--- src/rtl/spi_sched_if.sv ---
// Signal bundle between the requesters, the spi_sched scheduler and the 32-bit SPI master.
// The slave modport is the scheduler's view; the master modport is the view of the surrounding logic.
interface spi_sched_if;
  logic [1:0]  Req;
  logic [31:0] TxData0;
  logic [31:0] TxData1;
  logic [1:0]  CsSel0;
  logic [1:0]  CsSel1;
  logic [7:0]  ModeCfg;
  logic [1:0]  Ack;
  logic        Err;
  logic [31:0] RxData;
  logic [3:0]  Cs_n;
  logic        SpiStart;
  logic [31:0] SpiTxData;
  logic        SpiCPol;
  logic        SpiCPha;
  logic [31:0] SpiRxData;
  logic        SpiEndTx;

  modport slave (
    input  Req, TxData0, TxData1, CsSel0, CsSel1, ModeCfg, SpiRxData, SpiEndTx,
    output Ack, Err, RxData, Cs_n, SpiStart, SpiTxData, SpiCPol, SpiCPha
  );

  modport master (
    output Req, TxData0, TxData1, CsSel0, CsSel1, ModeCfg, SpiRxData, SpiEndTx,
    input  Ack, Err, RxData, Cs_n, SpiStart, SpiTxData, SpiCPol, SpiCPha
  );
endinterface

--- src/rtl/spi_sched.sv ---
// Round-robin scheduler for two requesters in front of the SPI master: chip-select timing,
// per-slave mode selection, start pulse, end-of-transfer wait with watchdog, and acknowledge.
module spi_sched #(
    parameter int CS_SETUP = 2,
    parameter int CS_HOLD  = 2,
    parameter int CS_IDLE  = 2,
    parameter int TIMEOUT  = 4096
) (
    input  logic        Clk,
    input  logic        Rst_n,
    spi_sched_if.slave  bus,
    output logic [2:0]  dbg_state
);

    // Handshake: Req[i] is a level that requester i holds until it sees its one-cycle Ack[i];
    // the grant is taken only in IDLE, so Req changes between grant and Ack have no effect.
    typedef enum logic [2:0] {
        S_IDLE, S_SETUP, S_START, S_BUSY, S_HOLD, S_DONE, S_GAP
    } state_t;

    localparam logic [7:0]  SETUP_LAST = 8'(CS_SETUP - 1);
    localparam logic [7:0]  HOLD_LAST  = 8'(CS_HOLD - 1);
    localparam logic [7:0]  IDLE_LAST  = 8'(CS_IDLE - 1);
    localparam logic [15:0] WD_LAST    = 16'(TIMEOUT - 1);

    state_t      state_q, state_d;
    logic [7:0]  cnt_q, cnt_d;
    logic [15:0] wd_q, wd_d;
    logic        last_q, last_d;
    logic        abort_q, abort_d;
    logic [3:0]  cs_n_q, cs_n_d;
    logic [1:0]  ack_q, ack_d;
    logic        err_q, err_d;
    logic        start_q, start_d;
    logic [31:0] rx_q, rx_d;
    logic [31:0] tx_q, tx_d;
    logic        cpol_q, cpol_d;
    logic        cpha_q, cpha_d;
    logic        gnt;
    logic [1:0]  sel;

    always_ff @(posedge Clk or negedge Rst_n) begin
        if (!Rst_n) begin
            state_q <= S_IDLE;
            cnt_q   <= 8'd0;
            wd_q    <= 16'd0;
            last_q  <= 1'b1;
            abort_q <= 1'b0;
            cs_n_q  <= 4'hF;
            ack_q   <= 2'b00;
            err_q   <= 1'b0;
            start_q <= 1'b0;
            rx_q    <= 32'd0;
            tx_q    <= 32'd0;
            cpol_q  <= 1'b0;
            cpha_q  <= 1'b0;
        end else begin
            state_q <= state_d;
            cnt_q   <= cnt_d;
            wd_q    <= wd_d;
            last_q  <= last_d;
            abort_q <= abort_d;
            cs_n_q  <= cs_n_d;
            ack_q   <= ack_d;
            err_q   <= err_d;
            start_q <= start_d;
            rx_q    <= rx_d;
            tx_q    <= tx_d;
            cpol_q  <= cpol_d;
            cpha_q  <= cpha_d;
        end
    end

    always_comb begin
        state_d = state_q;
        cnt_d   = (cnt_q == 8'hFF) ? cnt_q : cnt_q + 8'd1;
        wd_d    = (wd_q == 16'hFFFF) ? wd_q : wd_q + 16'd1;
        last_d  = last_q;
        abort_d = abort_q;
        cs_n_d  = cs_n_q;
        ack_d   = 2'b00;
        err_d   = 1'b0;
        start_d = 1'b0;
        rx_d    = rx_q;
        tx_d    = tx_q;
        cpol_d  = cpol_q;
        cpha_d  = cpha_q;
        gnt     = 1'b0;
        sel     = 2'b00;
        case (state_q)
            S_IDLE: begin
                if (bus.Req != 2'b00) begin
                    // Contention alternates away from the last winner.
                    gnt              = (bus.Req == 2'b11) ? ~last_q : bus.Req[1];
                    sel              = gnt ? bus.CsSel1 : bus.CsSel0;
                    tx_d             = gnt ? bus.TxData1 : bus.TxData0;
                    {cpol_d, cpha_d} = bus.ModeCfg[{sel, 1'b0} +: 2];
                    cs_n_d           = ~(4'b0001 << sel);
                    last_d           = gnt;
                    cnt_d            = 8'd0;
                    state_d          = S_SETUP;
                end
            end
            S_SETUP: begin
                if (cnt_q >= SETUP_LAST) begin
                    start_d = 1'b1;
                    state_d = S_START;
                end
            end
            S_START: begin
                wd_d    = 16'd0;
                state_d = S_BUSY;
            end
            S_BUSY: begin
                if (bus.SpiEndTx) begin
                    rx_d    = bus.SpiRxData;
                    cnt_d   = 8'd0;
                    state_d = S_HOLD;
                end else if (wd_q >= WD_LAST) begin
                    abort_d = 1'b1;
                    rx_d    = 32'd0;
                    cnt_d   = 8'd0;
                    state_d = S_HOLD;
                end
            end
            S_HOLD: begin
                if (cnt_q >= HOLD_LAST) state_d = S_DONE;
            end
            S_DONE: begin
                ack_d   = last_q ? 2'b10 : 2'b01;
                err_d   = abort_q;
                abort_d = 1'b0;
                cs_n_d  = 4'hF;
                cnt_d   = 8'd0;
                state_d = S_GAP;
            end
            S_GAP: begin
                if (cnt_q >= IDLE_LAST) state_d = S_IDLE;
            end
            default: state_d = S_IDLE;
        endcase
    end

    assign bus.Ack       = ack_q;
    assign bus.Err       = err_q;
    assign bus.RxData    = rx_q;
    assign bus.Cs_n      = cs_n_q;
    assign bus.SpiStart  = start_q;
    assign bus.SpiTxData = tx_q;
    assign bus.SpiCPol   = cpol_q;
    assign bus.SpiCPha   = cpha_q;
    assign dbg_state     = state_q;

endmodule

--- src/flat_wrapper.sv ---
// flat-port wrapper written by rule: the top's interface ports become plain ports
module spi_sched_flat 
#(
    parameter int CS_SETUP = 2,
    parameter int CS_HOLD  = 2,
    parameter int CS_IDLE  = 2,
    parameter int TIMEOUT  = 4096
)
  (Clk, Rst_n, dbg_state, bus_Req, bus_TxData0, bus_TxData1, bus_CsSel0, bus_CsSel1, bus_ModeCfg, bus_SpiRxData, bus_SpiEndTx, bus_Ack, bus_Err, bus_RxData, bus_Cs_n, bus_SpiStart, bus_SpiTxData, bus_SpiCPol, bus_SpiCPha);
  spi_sched_if bus_i ();
  input  logic Clk;
  input  logic Rst_n;
  output logic [2:0] dbg_state;
  input wire logic [$bits(bus_i.Req)-1:0] bus_Req;
  input wire logic [$bits(bus_i.TxData0)-1:0] bus_TxData0;
  input wire logic [$bits(bus_i.TxData1)-1:0] bus_TxData1;
  input wire logic [$bits(bus_i.CsSel0)-1:0] bus_CsSel0;
  input wire logic [$bits(bus_i.CsSel1)-1:0] bus_CsSel1;
  input wire logic [$bits(bus_i.ModeCfg)-1:0] bus_ModeCfg;
  input wire logic [$bits(bus_i.SpiRxData)-1:0] bus_SpiRxData;
  input wire logic [$bits(bus_i.SpiEndTx)-1:0] bus_SpiEndTx;
  output wire logic [$bits(bus_i.Ack)-1:0] bus_Ack;
  output wire logic [$bits(bus_i.Err)-1:0] bus_Err;
  output wire logic [$bits(bus_i.RxData)-1:0] bus_RxData;
  output wire logic [$bits(bus_i.Cs_n)-1:0] bus_Cs_n;
  output wire logic [$bits(bus_i.SpiStart)-1:0] bus_SpiStart;
  output wire logic [$bits(bus_i.SpiTxData)-1:0] bus_SpiTxData;
  output wire logic [$bits(bus_i.SpiCPol)-1:0] bus_SpiCPol;
  output wire logic [$bits(bus_i.SpiCPha)-1:0] bus_SpiCPha;
  assign bus_i.Req = bus_Req;
  assign bus_i.TxData0 = bus_TxData0;
  assign bus_i.TxData1 = bus_TxData1;
  assign bus_i.CsSel0 = bus_CsSel0;
  assign bus_i.CsSel1 = bus_CsSel1;
  assign bus_i.ModeCfg = bus_ModeCfg;
  assign bus_i.SpiRxData = bus_SpiRxData;
  assign bus_i.SpiEndTx = bus_SpiEndTx;
  assign bus_Ack = bus_i.Ack;
  assign bus_Err = bus_i.Err;
  assign bus_RxData = bus_i.RxData;
  assign bus_Cs_n = bus_i.Cs_n;
  assign bus_SpiStart = bus_i.SpiStart;
  assign bus_SpiTxData = bus_i.SpiTxData;
  assign bus_SpiCPol = bus_i.SpiCPol;
  assign bus_SpiCPha = bus_i.SpiCPha;
  spi_sched #(.CS_SETUP(CS_SETUP), .CS_HOLD(CS_HOLD), .CS_IDLE(CS_IDLE), .TIMEOUT(TIMEOUT)) u_core (.Clk(Clk), .Rst_n(Rst_n), .bus(bus_i), .dbg_state(dbg_state));
endmodule
--- config.mk ---
export PLATFORM = sky130hd
export DESIGN_NAME = spi_sched_flat
export DESIGN_NICKNAME = d
export VERILOG_FILES = /design/src/rtl/spi_sched_if.sv /design/src/rtl/spi_sched.sv /design/src/flat_wrapper.sv
export SDC_FILE = /design/constraint.sdc
export NUM_CORES = 1
export LEC_CHECK = 0
export ABC_CLOCK_PERIOD_IN_PS = 2400
export BUFFER_PORTS_ARGS = -buffer_cell sky130_fd_sc_hd__clkbuf_2
export CAP_MARGIN = 20
export CORE_MARGIN = 5
export CORE_UTILIZATION = 49
export DETAILED_ROUTE_END_ITERATION = 10
export GPL_TIMING_DRIVEN = 0
export HOLD_SLACK_MARGIN = 0.02
export PLACE_DENSITY = 0.88
export SYNTH_ARGS = -nofsm -noshare
export SYNTH_HDL_FRONTEND = slang
export SYNTH_SLANG_ARGS = --single-unit
--- constraint.sdc ---
create_clock -name Clk -period 2.4 [get_ports Clk]
set_input_delay 0.24 -clock Clk [delete_from_list [all_inputs] [get_ports Clk]]
set_output_delay 0.24 -clock Clk [all_outputs]
set_load 0.005 [all_outputs]
==> impl_results.md <==
* CP max FO at 10
* Layout cells sized above 1 at 0.360
* Worst endpoint required time at 2.68 ns
* Final ANT Viol Nets at 0
* Starting density of the core at 0.499
* Area share of the largest cell type after synthesis at 0.507
* Root Driver: clkbuf_8
* Area contributors post-synth: dfrtp_1 51%, mux2i_1 7.9%, a22o_1 5.8%
* First-pass iteration count of the detailed router at 5
* Part of the Yosys area used for sequential elements at 0.534
* Max Clock Skew at 0.0259 ns
* Total routed wirelength at 13.2 mm
* DP Wirelength at 10.3 mm
* Final Hold Fails at 0
* Post-CTS setup buffer count at 0
* Std cell rows at 36
* Critical path startpoint category: register
* Core ar. at 9680 um^2
* Max_cap viols at 0
* WHS Endpoint: u_core.bus.RxData[1]
* Slew @ Worst Pin at 0.703 ns
* Hold path cells at 2
* Post-synth EDFFs at 0
* Num CTS Buffers at 9
* Ys async rst share at 1.00
* Metal2 WL at 7.12 mm
* Crit. Startpoint: u_core.wd_q[0]
* DR vias/cell at 5.47
* Highest metal layer with signal wires: met4
* Wire length on met1 at 5.03 mm
* Area grow syn2layout at 28.3%
* Synth Flop Type: dfrtp_1
* Min Clock Period, post-route at 2.12 ns
* Synthesized area at 4830 um^2
* Final Wtd Congestion at 0.865
* Yosys reg bits at 103
* First-pass GRT wire length at 20.4 mm
* Post-synth top area cell: dfrtp_1
* DRC Markers at 0
* Slew headroom at 0.525
* Period utilization at 0.884
* Syn nets at 562
* Post-synth top cells: 98 x dfrtp_1, 54 x nand2_1, 44 x o21ai_0
* Avg Cell Area, Syn at 10.9 um^2
* Core Util, Final at 0.640
* Port Buffers at 189
* I/O Pins at 190
* Peak VDD IR at 0.000554 V
* Origin of the critical flop-to-flop path: u_core.wd_q[0]
* All-Layer GR Usage at 0.214
* Crit path arrival time at 2.40 ns
* Initial DRC count at 269
* Syn Inst Count at 445
* Slew Limit Fails at 0
* Number of diodes at 0
* Total gr overflow at 0
* Power Dens Cells at 1050 nW/um^2
* R2r setup slk at 0.28 ns
* Status: finished, final reports clean
* Deepest clock path buffer count at 2
* Setup Viol. Count Final at 0
* Count leader, synth: dfrtp_1
* Fmax at 472 MHz
* Synth warn at 0
* Unrepaired setup endpoints after global routing: no
* Clk slew on worst S/H paths at 0.12 ns
* Crit Path Class: reg2reg
* Largest net degree at the start of global routing at 58
* Initial antenna violation count at 0
* H-tree Lvls at 3
* Met3 wire len at 783 um
* Worst min path class: in2reg
* Synth cell types at 59
* Setup TNS at 0 ns
* Min-delay src: bus_SpiRxData[1]
* Vias post-DR at 4295
* CTS tree: yes
* Worst R2R Path Depth at 6
* Die height at 109 um
* Die Width at 109 um
* Worst-Skew Late Latency at 0.38 ns
* Vias in the first global route at 4157
* CP Capture Type: register
* Power Total at 6490 uW
* WL/cell at 16.8 um
* Final #Nets at 764
* Worst r2r dst: u_core.bus.RxData[14]
* LEAKAGE at 0.00313 uW
* Die area at 12000 um^2
* Clock Sinks at 103
## logic make-up after synthesis
kind of cell | count (synthesis) | synth area share
muxes | 38 | 0.0787
adders and majority gates | 4 | 0.0104
buffers and inverters | 32 | 0.0323
AOI/OAI and AO/OA | 129 | 0.184
and+or+nand+nor | 133 | 0.149
DFF | 103 | 0.534
xor gates and xnor gates | 6 | 0.0109
## worst max path at each step
stage / to / slack (ns)
floorplan: u_core.bus.RxData[10] / 0.52
global placement: u_core.bus.SpiTxData[16] / -0.18
detailed placement: u_core.bus.SpiCPol / 0.21
CTS: u_core.bus.SpiCPol / 0.19
global route: u_core.bus.SpiCPol / 0.02
finish: u_core.bus.RxData[14] / 0.28
## critical path, cell delays in order, from the launching register on
cell,delay (ns)
dfrtp_1,0.43
ha_1,0.34
nand4_4,0.20
o311ai_4,0.42
nand4_4,0.20
buf_6,0.20
a22o_1,0.24
## per-layer routing
layer | track usage | vias to the layer above
met3 | 0.0270 | 22
met2 | 0.404 | 137
met1 | 0.248 | 2094
met5 | 0 | -
met4 | 0.0730 | 0
li1 | - | 2042
## per-stage QoR
step                      area (um^2)  instances  hold slack [ns]  setup slack, ns
after floorplan                  4830        445          -0.0556            0.517
after global placement           5950        767            0.450           -0.178
after detailed placement         5980        768            0.335            0.213
after CTS                        6200        785           0.0581            0.192
after global routing             6200        785           0.0593           0.0236
final                            6200        785           0.0666            0.279
## timing repair
action | 4_1_cts | 5_1_grt
hold endpoints to repair | 45 | 0
gates resized for setup | 0 | 1
endpoints found under the setup margin | 0 | 1
hold buffers | 1 | 0
## layout by cell type, fill, tap and decap left out, types with 3 or more instances in the layout
cell type and count:
a21boi_0 3, a21oi_1 13, nor3_1 5, or4_1 3
clkbuf_1 14, o41ai_1 4, mux2i_1 38, a31oi_1 7
clkbuf_8 9, nand3_1 7, nand2b_1 6, dfrtp_1 98
and4_1 3, clkinv_8 3, ha_1 4, buf_6 3
o211ai_1 4, xor2_1 5, nand4_1 4, dfstp_2 5
a22o_1 32, o21ai_0 44, nand2_1 54, clkbuf_2 188
inv_1 8, o21ai_1 3, and3_1 8, nor2_1 21
buf_2 5
## cell type report
type,count,area (um^2)
buffer,24,126
fill,729,3480
clock buffer,9,124
tap,133,166
clock inverter,7,86.3
multi-input combinational,310,2100
inverter,8,30.0
timing repair buffer,191,986
sequential,103,2580
## power by group
group | switching (uW) | total (uW) | internal [uW]
clock | 678 | 1100 | 420
combinational | 1410 | 2590 | 1180
sequential | 418 | 2810 | 2390
total | 2500 | 6490 | 3990
## flip-flops by register name, summed over array words and instances (netlist names)
register,cells
u_core.abort_q,1
u_core.bus.Ack,2
u_core.bus.Cs_n,4
u_core.bus.Err,1
u_core.bus.RxData,32
u_core.bus.SpiCPha,1
u_core.bus.SpiCPol,1
u_core.bus.SpiStart,1
u_core.bus.SpiTxData,32
u_core.cnt_q,8
u_core.dbg_state,3
u_core.last_q,1
u_core.wd_q,16
Power figures use the tool's default switching activity.
